==> config.mk <==
export PLATFORM = sky130hd
export DESIGN_NAME = param_register_bank
export DESIGN_NICKNAME = d
export VERILOG_FILES = /design/src/rtl/param_register_bank.sv
export SDC_FILE = /design/constraint.sdc
export NUM_CORES = 1
export LEC_CHECK = 0
export CAP_MARGIN = 20
export CELL_PAD_IN_SITES_DETAIL_PLACEMENT = 0
export CELL_PAD_IN_SITES_GLOBAL_PLACEMENT = 1
export CORE_MARGIN = 5
export CORE_UTILIZATION = 45
export DETAILED_ROUTE_END_ITERATION = 7
export PLACE_DENSITY = 0.85
export SETUP_SLACK_MARGIN = 0.5
export SLEW_MARGIN = 20
export SYNTH_ARGS = -nofsm -noshare
export SYNTH_HDL_FRONTEND = slang
export SYNTH_SLANG_ARGS = --single-unit
==> constraint.sdc <==
create_clock -name Clock -period 3.1 [get_ports Clock]
set_input_delay 0.775 -clock Clock [delete_from_list [all_inputs] [get_ports Clock]]
set_output_delay 0.775 -clock Clock [all_outputs]
set_load 0.005 [all_outputs]
==> src/rtl/param_register_bank.sv <==
// Bank of NUM_REGS function-select registers with masked writes, two combinational read ports
// and sticky per-register wrap flags; writes land on the clock edge, reads have no bypass.
module param_register_bank #(
   parameter int WIDTH = 16,
   parameter int ADDR_W = 2,
   parameter logic [WIDTH-1:0] RESET_VAL = '0
) (
   input  logic                    Clock,
   input  logic                    Reset,
   input  logic [WIDTH-1:0]        I,
   input  logic [(2**ADDR_W)-1:0]  RegSel,
   input  logic [2:0]              FunSel,
   input  logic [ADDR_W-1:0]       OutASel,
   input  logic [ADDR_W-1:0]       OutBSel,
   input  logic [(2**ADDR_W)-1:0]  WrapClr,
   output logic [WIDTH-1:0]        OutA,
   output logic [WIDTH-1:0]        OutB,
   output logic [(2**ADDR_W)-1:0]  Wrap
);

   localparam int NUM_REGS = 2**ADDR_W;
   localparam int HALF = WIDTH / 2;

   localparam logic [2:0] FS_DEC   = 3'b000;
   localparam logic [2:0] FS_INC   = 3'b001;
   localparam logic [2:0] FS_LOAD  = 3'b010;
   localparam logic [2:0] FS_CLR   = 3'b011;
   localparam logic [2:0] FS_LOADZ = 3'b100;
   localparam logic [2:0] FS_LOWH  = 3'b101;
   localparam logic [2:0] FS_HIGHH = 3'b110;
   localparam logic [2:0] FS_SEXT  = 3'b111;

   localparam logic [WIDTH-1:0] ONE  = {{(WIDTH-1){1'b0}}, 1'b1};
   localparam logic [WIDTH-1:0] ONES = {WIDTH{1'b1}};

   logic [WIDTH-1:0]    regs [NUM_REGS];
   logic [WIDTH-1:0]    regs_nxt [NUM_REGS];
   logic [NUM_REGS-1:0] wrap_q;
   logic [NUM_REGS-1:0] wrap_set;

   always_comb begin
      for (int k = 0; k < NUM_REGS; k++) begin
         regs_nxt[k] = regs[k];
         wrap_set[k] = 1'b0;
         if (RegSel[k]) begin
            case (FunSel)
               FS_DEC: begin
                  regs_nxt[k] = regs[k] - ONE;
                  wrap_set[k] = (regs[k] == '0);
               end
               FS_INC: begin
                  regs_nxt[k] = regs[k] + ONE;
                  wrap_set[k] = (regs[k] == ONES);
               end
               FS_LOAD:  regs_nxt[k] = I;
               FS_CLR:   regs_nxt[k] = '0;
               FS_LOADZ: regs_nxt[k] = {{HALF{1'b0}}, I[HALF-1:0]};
               FS_LOWH:  regs_nxt[k] = {regs[k][WIDTH-1:HALF], I[HALF-1:0]};
               FS_HIGHH: regs_nxt[k] = {I[HALF-1:0], regs[k][HALF-1:0]};
               FS_SEXT:  regs_nxt[k] = {{HALF{I[HALF-1]}}, I[HALF-1:0]};
               default:  regs_nxt[k] = regs[k];
            endcase
         end
      end
   end

   always_ff @(posedge Clock or posedge Reset) begin
      if (Reset) begin
         for (int k = 0; k < NUM_REGS; k++) begin
            regs[k] <= RESET_VAL;
         end
         wrap_q <= '0;
      end else begin
         for (int k = 0; k < NUM_REGS; k++) begin
            regs[k] <= regs_nxt[k];
         end
         // a wrap on the same edge as a clear request keeps the flag set
         wrap_q <= (wrap_q & ~WrapClr) | wrap_set;
      end
   end

   assign OutA = regs[OutASel];
   assign OutB = regs[OutBSel];
   assign Wrap = wrap_q;

endmodule
==> results.txt <==
* Result of the run: completed
- After floorplanning, the core was divided into 46 placement rows.
- Top flip-flop cell by instance count after synthesis: sky130_fd_sc_hd__dfrtp_1
* Type of the setup path with the least slack: in2reg
- Minimum clock period after layout: 2910 ps
* Clk slew on worst S/H paths: around 60 ps
- Max-slew violation count: 0
* Worst rel slew slack: 0.529
- Mux contribution to synthesized area: 0.124
* Fraction of final layout cells sized beyond drive strength 1: 0.394
- Area of the die: 18,800 um2
* Post-synthesis adder-cell area fraction: 0.116
* Transition time at the pin with the least slew margin: between 700 and 800 ps
- Hold path start: Wrap[3]$_DFF_PP0_
* Core area: 15,800 um2
* Die boundary width: 137 um
* Worst hold path stage count: 2
* Class of the tightest hold or removal check: reg2reg
- Peak clock frequency supported by timing: 0.343 GHz
- Number of nets produced by synthesis: around 950
- Worst path required time: roughly 3400 ps
- Power density relative to cell area: 680 nW/um2
- The startpoint identified for the worst register-to-register timing path is regs[16]$_DFFE_PP0P_.
* Final design instance area without fill: ~11,000 um2
- Final nets: 1,209
- Capturing point of the worst reg2reg path: regs[30]$_DFFE_PP0P_
- Of the total power, registers draw 0.213.
- CP arrival: 3170 ps
* Number of distinct standard cells referenced by the synthesized netlist: 72
- HPWL after detailed placement: 20,100 um
* Simple-Gate Fraction of Synth Area: 0.190
- Along the worst path, the maximum fanout reaches 6.
* Setup crit end kind: flop
* Total of warnings raised by yosys: 0
- Averaged over all synthesized cells, the footprint is 8.50 um2.
- Of the total synthesized cell area, the portion taken by XOR and XNOR cells is 0.0519.
- Setup slack of the worst register-to-register path: roughly 400 ps
* Diodes inserted: 0
- Cts bufs inserted: 9
- The worst-case IR drop observed on VDD is 378 uV.
- Via count normalized by instance count: between 6 and 7
- Synthesis-stage register bit count: 68
* RSZ-0062 raised after global routing: true
- Initial core utilization: 0.458
- Final non-filler cell total: ~1,300
- Post-Synthesis Cells: 853
- The H-tree was split into 3 levels.
* Final Core Density: 0.706
- By area, the combinational part of the netlist is dominated by compound AO/OA/AOI/OAI gates.
* Netlist area before placement: 7250 um2
* Max Cap Violations: 0
* Static power due to leakage: 4.75 nW
* Largest net degree at the start of global routing: 45
- The share of the Yosys chip area taken by registers is 0.235.
- Input and output buffers added on the ports amount to 68.
- Wire length of the first global-routing pass: ~44,000 um
- The path with the worst hold slack has its endpoint at Wrap[3]$_DFF_PP0_.
* Most frequent cells in the layout: sky130_fd_sc_hd__buf_4, sky130_fd_sc_hd__nand2_1, sky130_fd_sc_hd__dfrtp_1, sky130_fd_sc_hd__a21oi_1, sky130_fd_sc_hd__nor2_1
- CTS tree: yes
- Global routing finished with a remaining overflow of 0.
- Via count of the first global-routing pass: 8,119
- Final number of hold-violating endpoints: 0
- Total placed instance area: 9560 um2
* Clock sink total: just under 70
- Counting flops with a built-in enable in the synthesized netlist gives 0.
- Total internal power: 4.40 mW
- Antenna violations before repair: 1
- Total iterations of the first detailed-routing run: 5
* Largest buffer count on any clock path: 2
- Clock latency at the later pin of the worst-skew pair: 350 ps
- Clock skew on the completed layout was measured at 6.07 ps.
- Across all layers, the routed design uses 8,251 vias.
* Switching power share of the total: 0.421
* 1st-iter DRT viols: 717
- The share of total power dissipated in combinational logic is 0.632.
- Number of nets still failing antenna checks after routing: 0
- The root buffer cell chosen for the clock tree is sky130_fd_sc_hd__clkbuf_16.
- Sum of routed wire length over all layers: 29,300 um
- For this run, design rule violations remaining after detail routing come to 0.
* Routability cong.: 0.921
- Including well taps, the total number of placed cells is about 1,300.
* Net switching power: between 3 and 4 mW
* Wire length per cell: 22.0 um
* Ratio of final minimum period to clock period: 0.940
- Number of top-level pins: 69
- Height of the die: 137 um
- Cell depth of the worst flop-to-flop path: 10
* Clock group share of total power: 0.155
- STA classifies the critical path startpoint as a primary input.
- The post-synthesis compound-gate area fraction was 0.244.
* Post-synthesis to final-layout area growth: 54.1%
- Leading cell type in the layout, fill and taps excluded: sky130_fd_sc_hd__buf_4
- After synthesis, the share of flip-flops with an asynchronous set or reset is 1.00.
* Total GRT Usage: 0.310
- Setup violations remaining at the end of the flow were counted as 0.
-- cells in the mapped netlist, types with 5 or more instances --
library cell / number / share of area
sky130_fd_sc_hd__mux4_2: 30 / 0.093
sky130_fd_sc_hd__o21a_1: 12 / 0.012
sky130_fd_sc_hd__ha_1: 61 / 0.11
sky130_fd_sc_hd__a21o_1: 24 / 0.025
sky130_fd_sc_hd__xor2_1: 15 / 0.018
sky130_fd_sc_hd__nor3_1: 24 / 0.017
sky130_fd_sc_hd__mux2i_1: 14 / 0.019
sky130_fd_sc_hd__o21bai_1: 5 / 0.0052
sky130_fd_sc_hd__and3_1: 7 / 0.0060
sky130_fd_sc_hd__and2_1: 8 / 0.0069
sky130_fd_sc_hd__o211ai_1: 8 / 0.0083
sky130_fd_sc_hd__a31oi_1: 7 / 0.0060
sky130_fd_sc_hd__nand2_1: 93 / 0.048
sky130_fd_sc_hd__o31ai_1: 8 / 0.0083
sky130_fd_sc_hd__nor4_1: 21 / 0.018
sky130_fd_sc_hd__nor2_1: 48 / 0.025
sky130_fd_sc_hd__nor2b_1: 12 / 0.010
sky130_fd_sc_hd__xnor2_1: 28 / 0.034
sky130_fd_sc_hd__nand4_1: 26 / 0.022
sky130_fd_sc_hd__o21ai_0: 79 / 0.055
sky130_fd_sc_hd__o21ai_1: 7 / 0.0048
sky130_fd_sc_hd__nand2b_1: 8 / 0.0069
sky130_fd_sc_hd__clkbuf_1: 25 / 0.013
sky130_fd_sc_hd__nand3_1: 15 / 0.010
sky130_fd_sc_hd__a21oi_1: 87 / 0.060
sky130_fd_sc_hd__inv_1: 29 / 0.015
sky130_fd_sc_hd__dfrtp_1: 68 / 0.23
-- stage by stage --
step / setup TNS, ps / setup slack, ps / hold WS (ps) / total power, mW
6_report: 0 / 185 / 532 / 7.60
5_1_grt: 0 / 76.4 / 584 / 8.01
4_1_cts: 0 / 232 / 538 / 7.07
3_5_place_dp: -18930 / -569 / 517 / 5.40
3_3_place_gp: -16190 / -499 / 512 / 5.34
2_1_floorplan: -1180 / -126 / 508 / 3.74
-- power by group through the flow --
| stage | clock (mW) | combinational (mW) | sequential, mW |
|---|---|---|---|
| floorplan | 0 | 2.40 | 1.33 |
| global placement | 0 | 3.81 | 1.54 |
| detailed placement | 0 | 3.86 | 1.55 |
| CTS | 1.17 | 4.34 | 1.56 |
| global route | 1.21 | 5.18 | 1.62 |
| finish | 1.17 | 4.80 | 1.62 |
-- critical path: stages --
cell	delay, ps
sky130_fd_sc_hd__buf_6	100
sky130_fd_sc_hd__nor2_4	170
sky130_fd_sc_hd__nand2_8	100
sky130_fd_sc_hd__buf_12	150
sky130_fd_sc_hd__buf_8	130
sky130_fd_sc_hd__ha_4	200
sky130_fd_sc_hd__a21o_1	150
sky130_fd_sc_hd__a21o_1	200
sky130_fd_sc_hd__a211o_1	320
sky130_fd_sc_hd__a21oi_4	190
sky130_fd_sc_hd__a41oi_4	160
sky130_fd_sc_hd__nor3_2	210
sky130_fd_sc_hd__a21oi_1	80
sky130_fd_sc_hd__o311ai_2	220
-- state kept, by name, summed over array words and instances (netlist names) --
register / count
regs: 64
Wrap: 4
-- cell families (layout without fill, tap and decap cells) --
| kind of cell | after synthesis | count (layout) |
|---|---|---|
| flops | 68 | 68 |
| xor+xnor | 43 | 43 |
| compound gates | 282 | 282 |
| fa+ha+maj | 65 | 65 |
| mux | 49 | 49 |
| simple gates | 280 | 280 |
| buf+inv | 66 | 328 |
-- cell type report --
cell class | instances | area, um2
Clock inverter | 4 | 72.6
Inverter | 29 | 111
Multi-Input combinational cell | 719 | 6300
Clock buffer | 11 | 253
Tap cell | 216 | 270
Fill cell | 1158 | 4650
Sequential cell | 68 | 1700
Timing Repair Buffer | 284 | 2470
-- repair_timing --
action,in CTS,in global routing
hold buffers,0,0
gates resized for setup,248,84
pin swaps,76,68
cloned,3,0
setup endpoints to repair,80,62
setup buffers,23,16
-- routing by layer --
layer / vias up / track usage / routed length (um)
li1: 3738 / - / -
met1: 3890 / 0.396 / 11600
met2: 487 / 0.489 / 13100
met3: 134 / 0.0890 / 3210
met4: 2 / 0.132 / 1460
met5: - / 0 / 11
-- worst max-delay path by stage --
stage	from	end	slack, ps	depth (start not counted)
2_1_floorplan	FunSel[2]	regs[63]$_DFFE_PP0P_	-130	12
3_3_place_gp	FunSel[2]	regs[46]$_DFFE_PP0P_	-500	13
3_5_place_dp	FunSel[2]	regs[46]$_DFFE_PP0P_	-570	13
4_1_cts	FunSel[1]	regs[57]$_DFFE_PP0P_	230	14
5_1_grt	FunSel[2]	regs[63]$_DFFE_PP0P_	80	14
6_report	FunSel[2]	regs[63]$_DFFE_PP0P_	190	14
Power figures use the tool's default switching activity.
